File: config.mk
export PLATFORM = sky130hd
export DESIGN_NAME = cp0_exception_controller
export DESIGN_NICKNAME = d
export VERILOG_FILES = /design/src/rtl/cp0_exception_controller.sv
export SDC_FILE = /design/constraint.sdc
export NUM_CORES = 1
export LEC_CHECK = 0
export CORE_UTILIZATION = 35
export DETAILED_ROUTE_END_ITERATION = 7
export PLACE_DENSITY = 0.71
export SLEW_MARGIN = 20
export SYNTH_ARGS = -nofsm -noshare
export SYNTH_HDL_FRONTEND = slang
export SYNTH_SLANG_ARGS = --single-unit
export TNS_END_PERCENT = 10
File: constraint.sdc
create_clock -name clock -period 3.95 [get_ports clock]
set_clock_uncertainty 0.15 [all_clocks]
set_input_delay 0.79 -clock clock [delete_from_list [all_inputs] [get_ports clock]]
set_output_delay 0.79 -clock clock [all_outputs]
set_load 0.01 [all_outputs]
File: src/rtl/cp0_exception_controller.sv
// Coprocessor-0 exception controller: Status/Cause/EPC/Count/Compare, interrupt and timer logic.
// Latency: MTC0, exception and ERET update state one cycle after commit; read_data is combinational.
// No backpressure: every commit is accepted in its cycle; lower-priority events in that cycle are dropped.

package cp0_pkg;

    typedef struct packed {
        logic [4:0]  register;
        logic [2:0]  select;
        logic        write_enabled;
        logic [31:0] write_data;
    } wb_to_cp0_t;

    typedef struct packed {
        logic [8:0]  zero_31_23;
        logic        bev;
        logic [5:0]  zero_21_16;
        logic [7:0]  im;
        logic [5:0]  zero_7_2;
        logic        exl;
        logic        ie;
    } status_t;

    typedef struct packed {
        logic        bd;
        logic        ti;
        logic [13:0] zero_29_16;
        logic [5:0]  hardware_interrupt;
        logic [1:0]  software_interrupt;
        logic        zero_7;
        logic [4:0]  exc_code;
        logic [1:0]  zero_1_0;
    } cause_t;

endpackage

module cp0_exception_controller
    import cp0_pkg::*;
#(
    parameter logic [31:0] EXCEPTION_VECTOR = 32'hBFC00380,
    parameter logic [31:0] STATUS_RESET     = 32'h00400000
) (
    input  logic        clock,
    input  logic        reset,
    input  wb_to_cp0_t  wb_to_cp0,
    input  logic [4:0]  read_register,
    input  logic [2:0]  read_select,
    output logic [31:0] read_data,
    input  logic        exception_valid,
    input  logic [4:0]  exception_code,
    input  logic [31:0] exception_pc,
    input  logic        exception_in_delay_slot,
    input  logic        eret_valid,
    input  logic [5:0]  hardware_interrupt,
    output logic        interrupt_pending,
    output logic        flush,
    output logic [31:0] flush_target,
    output status_t     status,
    output cause_t      cause,
    output logic [31:0] epc
);

    localparam logic [4:0] REG_COUNT   = 5'd9;
    localparam logic [4:0] REG_COMPARE = 5'd11;
    localparam logic [4:0] REG_STATUS  = 5'd12;
    localparam logic [4:0] REG_CAUSE   = 5'd13;
    localparam logic [4:0] REG_EPC     = 5'd14;

    status_t     status_q;
    cause_t      cause_q;
    logic [31:0] epc_q;
    logic [31:0] count_q;
    logic [31:0] compare_q;
    logic        tick_q;
    logic        flush_q;
    logic [31:0] flush_target_q;

    // MTC0 only takes effect when no exception or ERET commits in the same cycle.
    logic        mtc0_en;
    logic        wr_count;
    logic        wr_compare;
    logic        wr_status;
    logic        wr_cause;
    logic        wr_epc;
    logic        timer_hit;
    logic [7:0]  irq_lines;

    assign mtc0_en    = wb_to_cp0.write_enabled & ~exception_valid & ~eret_valid;
    assign wr_count   = mtc0_en && wb_to_cp0.register == REG_COUNT   && wb_to_cp0.select == 3'd0;
    assign wr_compare = mtc0_en && wb_to_cp0.register == REG_COMPARE && wb_to_cp0.select == 3'd0;
    assign wr_status  = mtc0_en && wb_to_cp0.register == REG_STATUS  && wb_to_cp0.select == 3'd0;
    assign wr_cause   = mtc0_en && wb_to_cp0.register == REG_CAUSE   && wb_to_cp0.select == 3'd0;
    assign wr_epc     = mtc0_en && wb_to_cp0.register == REG_EPC     && wb_to_cp0.select == 3'd0;

    // A Compare of zero disables the timer match.
    assign timer_hit  = (count_q == compare_q) && (compare_q != 32'd0);

    // Line 7 is shared between hardware interrupt 5 and the timer, as on MIPS32.
    assign irq_lines  = {cause_q.hardware_interrupt[5] | cause_q.ti,
                         cause_q.hardware_interrupt[4:0],
                         cause_q.software_interrupt};

    assign interrupt_pending = status_q.ie & ~status_q.exl & (|(irq_lines & status_q.im));

    assign flush        = flush_q;
    assign flush_target = flush_target_q;
    assign status       = status_q;
    assign cause        = cause_q;
    assign epc          = epc_q;

    // MFC0 read mux over registered state; unmapped addresses read zero.
    always_comb begin
        read_data = 32'd0;
        if (read_select == 3'd0) begin
            case (read_register)
                REG_COUNT:   read_data = count_q;
                REG_COMPARE: read_data = compare_q;
                REG_STATUS:  read_data = status_q;
                REG_CAUSE:   read_data = cause_q;
                REG_EPC:     read_data = epc_q;
                default:     read_data = 32'd0;
            endcase
        end
    end

    // All CP0 state: timer, interrupt sampling, commits and flush generation.
    always_ff @(posedge clock) begin
        if (reset) begin
            status_q       <= STATUS_RESET;
            cause_q        <= '0;
            epc_q          <= 32'd0;
            count_q        <= 32'd0;
            compare_q      <= 32'd0;
            tick_q         <= 1'b0;
            flush_q        <= 1'b0;
            flush_target_q <= 32'd0;
        end else begin
            cause_q.hardware_interrupt <= hardware_interrupt;

            // Count advances every other cycle; a Count write restarts the phase.
            if (wr_count) begin
                count_q <= wb_to_cp0.write_data;
                tick_q  <= 1'b0;
            end else begin
                tick_q <= ~tick_q;
                if (tick_q) begin
                    count_q <= count_q + 32'd1;
                end
            end

            // A Compare write acknowledges the timer and beats a same-cycle match.
            if (wr_compare) begin
                compare_q  <= wb_to_cp0.write_data;
                cause_q.ti <= 1'b0;
            end else if (timer_hit) begin
                cause_q.ti <= 1'b1;
            end

            flush_q <= exception_valid | eret_valid;

            if (exception_valid) begin
                // Nested exceptions keep the original return point.
                if (!status_q.exl) begin
                    epc_q      <= exception_in_delay_slot ? exception_pc - 32'd4 : exception_pc;
                    cause_q.bd <= exception_in_delay_slot;
                end
                cause_q.exc_code <= exception_code;
                status_q.exl     <= 1'b1;
                flush_target_q   <= EXCEPTION_VECTOR;
            end else if (eret_valid) begin
                status_q.exl   <= 1'b0;
                flush_target_q <= epc_q;
            end else begin
                if (wr_status) begin
                    status_q.im  <= wb_to_cp0.write_data[15:8];
                    status_q.exl <= wb_to_cp0.write_data[1];
                    status_q.ie  <= wb_to_cp0.write_data[0];
                end
                if (wr_cause) begin
                    cause_q.software_interrupt <= wb_to_cp0.write_data[9:8];
                end
                if (wr_epc) begin
                    epc_q <= wb_to_cp0.write_data;
                end
            end
        end
    end

endmodule
### Yosys cells after proc, flatten, opt, wreduce, memory -nomap -nowiden

Cells that the tools add are included.

| word-level totals | value |
|---|---|
| bits in registers | 155 |
| bits of input ports | 97 |
| output and inout bits | 162 |
| word-level logic and storage cells | 81 |

| operators by class | value |
|---|---|
| add/sub/neg operators | 2 |
| equal/unequal tests | 13 |
| mux-type cells | 14 |
| bitwise logic cells | 11 |
| reduce and logical (&&, ||, !) cells | 26 |

Operators by type and width:

| cell | count |
|---|---|
| 32-bit 2-to-1 mux | 10 |
| 32-bit case mux with 5 select lines | 1 |
| 5-bit by 4-bit equality test with 1-bit output (second input constant) | 10 |
| 32-bit by 1-bit adder with 32-bit output (second input constant) | 1 |
| 32-bit equality test | 1 |
| 32-bit nonzero test | 1 |
| 32-bit by 3-bit subtractor with 32-bit output (second input constant) | 1 |
| 1-bit logical AND | 11 |
| 3-bit AND reduction | 3 |
| 8-bit bitwise AND | 1 |
| 8-bit OR reduction | 1 |
| 3-bit zero test | 2 |
| 2-bit nonzero test | 3 |
| 2-bit OR reduction | 3 |
| 1-bit bitwise AND | 4 |
| 2-bit inequality test (second input constant) | 2 |
| 1-bit NOT | 4 |
| 3-bit nonzero test | 1 |
| 1-bit 2-to-1 mux | 2 |
| 2-bit 2-to-1 mux | 1 |
| 1-bit OR | 2 |
| 2-bit AND reduction | 1 |

### Logic depth before layout (Yosys ltp)

| logic depth | value |
|---|---|
| depth after elaboration | 8 |
| mapped depth | 8 |
| depth with buffers taken out | 7 |

### Worst setup path after synthesis

No wires, ideal clock.

| timing path | value |
|---|---|
| kind | input-to-output |
| from | input read_register[0] |
| to | output read_data[0] |
| arrival time | 2.264 ns |
| data required time | 3.010 ns |
| slack | 0.746 ns |
| stages | 5 |
| path buffers | 2 |
| cell sequence | nor4bb_1 -> clkbuf_1 -> clkbuf_1 -> a22oi_1 -> a211oi_1 |

| on the way | value |
|---|---|
| word-level cells in the longest chain between the ends | 3 |
| elaborated cells on any way between the ends | 7 |
| classes of those cells | eq/ne (5); mux (2) |

RTL lines:

| element | line | RTL |
|---|---|---|
| start, declared | 46 | `input logic [4:0] read_register,` |
| 5-bit by 4-bit equality test with 1-bit output | 115 | `case (read_register)` |
| 32-bit case mux with 5 select lines (*) | 115 |  |
| 32-bit 2-to-1 mux (*) | 114 | `if (read_select == 3'd0) begin` |
| end, declared | 48 | `output logic [31:0] read_data,` |

Every way passes the cells marked *; elsewhere a longest branch is shown, timed or not.

### Final worst setup path

| timing path | value |
|---|---|
| from | input read_register[4] |
| to | output read_data[7] |

The elaborated chain is that of the path after synthesis.

==> summary.md <==
| Metric | Value |
|---|---|
| Relative max-transition margin | approximately 44% |
| Weighted congestion at the end of routability-driven global placement | about 0.97 |
| Clk root buf | sky130_fd_sc_hd__clkbuf_16 |
| Initial Utilization | 36.0% |
| Worst-skew pair later-pin latency | between 400 and 500 ps |
| Critical path class | in2out |
| Combinational family with the most area after synthesis | simple AND/OR/NAND/NOR gates |
| Basic-gate share of the synthesized area counting and, or, nand and nor cells | 22.3% |
| Final non-filler cell area | around 12000 sq um |
| Share of synthesized flip-flops with an asynchronous set or reset | 0% |
| Gr usage total | 24.1% |
| Maximum buffer depth of the clock tree | 2 |
| Maximum number of pins on one net before global-route repair | 110 |
| Top cell type by total area after synthesis | sky130_fd_sc_hd__dfxtp_1 |
| Port bufs | around 220 |
| Max rail drop VDD | approximately 0.28 mV |
| Drt initial violations | 991 |
| Number of global-route vias before repair | between 7k and 8k |
| Pre-antenna DRT Iters | 7 |
| Diode insertion count for antenna repair | 0 |
| Drt total wl | about 32000 microns |
| DRC violation count after routing | 0 |
| Worst path setup slack after routing | between 50 and 60 ps |
| Synthesized-area fraction occupied by adder cells | less than 1% |
| Endpoint required time on the critical path | between 3000 and 4000 ps |
| Maximum clock frequency | about 260 MHz |
| Placement row count | 57 |
| Max_cap viols | 0 |
| Clock H-tree levels | 4 |
| Initial antenna violation count | 0 |
| Largest cells by area after synthesis | sky130_fd_sc_hd__dfxtp_1, sky130_fd_sc_hd__xnor2_1, sky130_fd_sc_hd__mux2i_1 |
| Kind of capture point of the worst setup path | primary output |
| Final period util | a little under 100% |
| Clock tree from TritonCTS | done |
| CTS hold repair buffers | 0 |
| Via density | about 5.6 |
| Placed standard-cell area | roughly 11000 sq um |
| Compound-gate portion of the synthesized area | between 15 and 20% |
| Portion of synthesized cell area occupied by the leading cell type | between 30% and 40% |
| Worst setup timing slack at the placement stage | -96.7 ps |
| DR WL/cell | 20.5 microns |
| Result of the run | finished clean |
| Count of vias placed by the detailed router | roughly 9k |
| Antenna Violating Nets Remaining | 0 |
| Total CTS buffers | 17 |
| Arrival time reported for the critical path endpoint | a little under 3000 ps |
| Power Density | approximately 340 nW/um^2 |
| Syn. warnings | 0 |
| Xor-xnor portion of the synthesized cell area | a little over 8% |
| Setup tns final | 0 ps |
| Final cell count without fillers | 1583 |
| Gate count after technology mapping | between 1k and 1.5k |
| Net count reported at finish | between 1k and 1.5k |
| Number of cells in the design after placement | 1547 |
| Final Slew Violations | 0 |
| Die outline area | 26000 sq um |
| Average size of a mapped cell | about 8.4 sq um |
| Placeable core region | 24600 sq um |
| RSZ-0062 raised after global routing | yes |
| Worst min-delay path category | reg2reg |
| Global-route congestion overflow total | 0 |
| Synthesis-to-layout area growth | 35.8% |
| Flop and latch count out of synthesis | approximately 160 |
| Clk sink count | 155 |
| Tot Pwr | around 4000 uW |
| Critical path fanouts, max | 5 |
| CP startpoint kind | primary input |
| Share of cells above drive strength 1 | 10.5% |
| Actual slew at the worst max-slew pin | roughly 840 ps |
| Min cycle time layout | approximately 3900 ps |
| Die height | between 150 and 200 microns |
| Detailed-placement wirelength estimate | between 20000 and 25000 microns |
| EDFF count, synth | 0 |
| Count of endpoints failing setup in the final report | 0 |
| Chip Width | about 160 microns |
| Clock transition time at the flip-flop clock pins of the worst setup and hold paths | ~60 ps |
| Final hold viol count | 0 |
| Share of synthesized area spent on multiplexers | under 10% |
| Leakage component of the power | approximately 0.0047 uW |
| Number of distinct library cell variants in the gate-level netlist after synthesis | 72 |
| Cell area after technology mapping | around 8900 sq um |
| Portion of the post-synthesis area used by sequential elements | between 30% and 40% |
| Total I/O pin count | ~260 |
| First-pass GRT wire length | roughly 48000 microns |
| Dominant register cell in the synthesized netlist | sky130_fd_sc_hd__dfxtp_1 |
[final timing paths]
kind                                       start       endpoint  slack [ps]  cells after the start
worst min-delay path               compare_q[19]  compare_q[19]         350                      2
worst max-delay path            read_register[4]   read_data[7]          50                      8
worst max register to register        count_q[0]    count_q[12]        1440                      6
worst min register to register     compare_q[19]  compare_q[19]         350                      2
[cell usage in the layout (no fill, tap or decap), types with 17 or more instances in the layout]
cell                              Yosys  layout
sky130_fd_sc_hd__a211oi_1            37      36
sky130_fd_sc_hd__a21oi_1             82      81
sky130_fd_sc_hd__a22oi_1             31      31
sky130_fd_sc_hd__buf_4               39      33
sky130_fd_sc_hd__clkbuf_16            0      18
sky130_fd_sc_hd__clkdlybuf4s50_1      1     184
sky130_fd_sc_hd__conb_1               2      39
sky130_fd_sc_hd__dfxtp_1            155     155
sky130_fd_sc_hd__dlymetal6s2s_1       0      28
sky130_fd_sc_hd__mux2_2              23      23
sky130_fd_sc_hd__mux2i_1             55      55
sky130_fd_sc_hd__nand2_1            116     116
sky130_fd_sc_hd__nand3_1             17      17
sky130_fd_sc_hd__nand4_1             29      29
sky130_fd_sc_hd__nor2_1             113     112
sky130_fd_sc_hd__nor4_1              25      24
sky130_fd_sc_hd__xnor2_1             69      69
[worst max-delay path, cell delays in order]
cell                              delay (ps)
sky130_fd_sc_hd__clkdlybuf4s50_1         520
sky130_fd_sc_hd__nand3b_1                280
sky130_fd_sc_hd__nor3b_2                  80
sky130_fd_sc_hd__buf_4                   160
sky130_fd_sc_hd__o31ai_4                 390
sky130_fd_sc_hd__buf_6                   190
sky130_fd_sc_hd__nor2_1                   60
sky130_fd_sc_hd__clkdlybuf4s50_1         490
[metal layers]
metal  global-route usage (%)  vias up  part of all wire [%]
li1                         -     4096                     -
met4                     8.58        0                   2.8
met1                     32.6     4186                    42
met2                     37.4      450                    45
met3                     5.62       60                   9.6
met5                        0        -                     0
[cells in the mapped netlist (3+ instances only)]
library cell                 n
sky130_fd_sc_hd__dfxtp_1   155
sky130_fd_sc_hd__a22oi_1    31
sky130_fd_sc_hd__a211o_1     7
sky130_fd_sc_hd__and4_1      5
sky130_fd_sc_hd__a21oi_1    82
sky130_fd_sc_hd__buf_6       6
sky130_fd_sc_hd__and3_1      5
sky130_fd_sc_hd__a211oi_1   37
sky130_fd_sc_hd__clkbuf_1   74
sky130_fd_sc_hd__nor2b_1     7
sky130_fd_sc_hd__o22ai_1     6
sky130_fd_sc_hd__mux2_2     23
sky130_fd_sc_hd__nor3_1     15
sky130_fd_sc_hd__a221oi_1    3
sky130_fd_sc_hd__or2_2       5
sky130_fd_sc_hd__nor2_1    113
sky130_fd_sc_hd__nor4_4      5
sky130_fd_sc_hd__or3_1       4
sky130_fd_sc_hd__a22o_1     15
sky130_fd_sc_hd__nand2_1   116
sky130_fd_sc_hd__mux2i_1    55
sky130_fd_sc_hd__nand3_1    17
sky130_fd_sc_hd__buf_4      39
sky130_fd_sc_hd__xnor2_1    69
sky130_fd_sc_hd__o211ai_1    3
sky130_fd_sc_hd__o41ai_1     3
sky130_fd_sc_hd__nand4_1    29
sky130_fd_sc_hd__nor4_1     25
sky130_fd_sc_hd__o31ai_1     4
sky130_fd_sc_hd__o21ai_0     4
sky130_fd_sc_hd__xor2_1     15
sky130_fd_sc_hd__or4_1      11
sky130_fd_sc_hd__inv_1      11
sky130_fd_sc_hd__nor3b_1    10
[area by class of cell]
class	instances	area, sq um
Tap cell	324	405
Clock inverter	13	238
Fill cell	2306	12600
Multi-Input combinational cell	805	5220
Inverter	11	41.3
Sequential cell	155	3100
Timing Repair Buffer	256	2580
Clock buffer	19	443
[stage by stage]
stage / util [%] / hold slack (ps)
6_report: 48.9 / 347
5_1_grt: 48.9 / 369
4_1_cts: 48.4 / 346
3_5_place_dp: 45.5 / 335
3_3_place_gp: 45.5 / 323
2_1_floorplan: - / 316
[timing repair]
action                     CTS  global route
setup endpoints to repair   27            29
setup buffers                2             1
gates resized for setup      8            31
pin swaps                    1             3
gates cloned                 0             1
[where the power goes]
group	leakage, uW	switching (uW)	total (uW)	internal, uW
registers	0.00126	65.5	1670	1610
clock network	0.000332	700	1910	1210
logic	0.00312	262	508	246
[kinds of logic after synthesis]
logic type,count (synthesis)
AND/OR/NAND/NOR,386
AO/OA/AOI/OAI,216
flip-flops,155
buffers and inverters,136
XOR/XNOR,84
multiplexers,78
adder cells (fa/ha/maj),2
other,2
[registers in the layout, summed over array words and instances, names as in the netlist]
name          count
compare_q        32
count_q          32
epc              32
flush_target     32
cause            15
status           10
flush             1
tick_q            1
(Power assumes the default switching activity.)
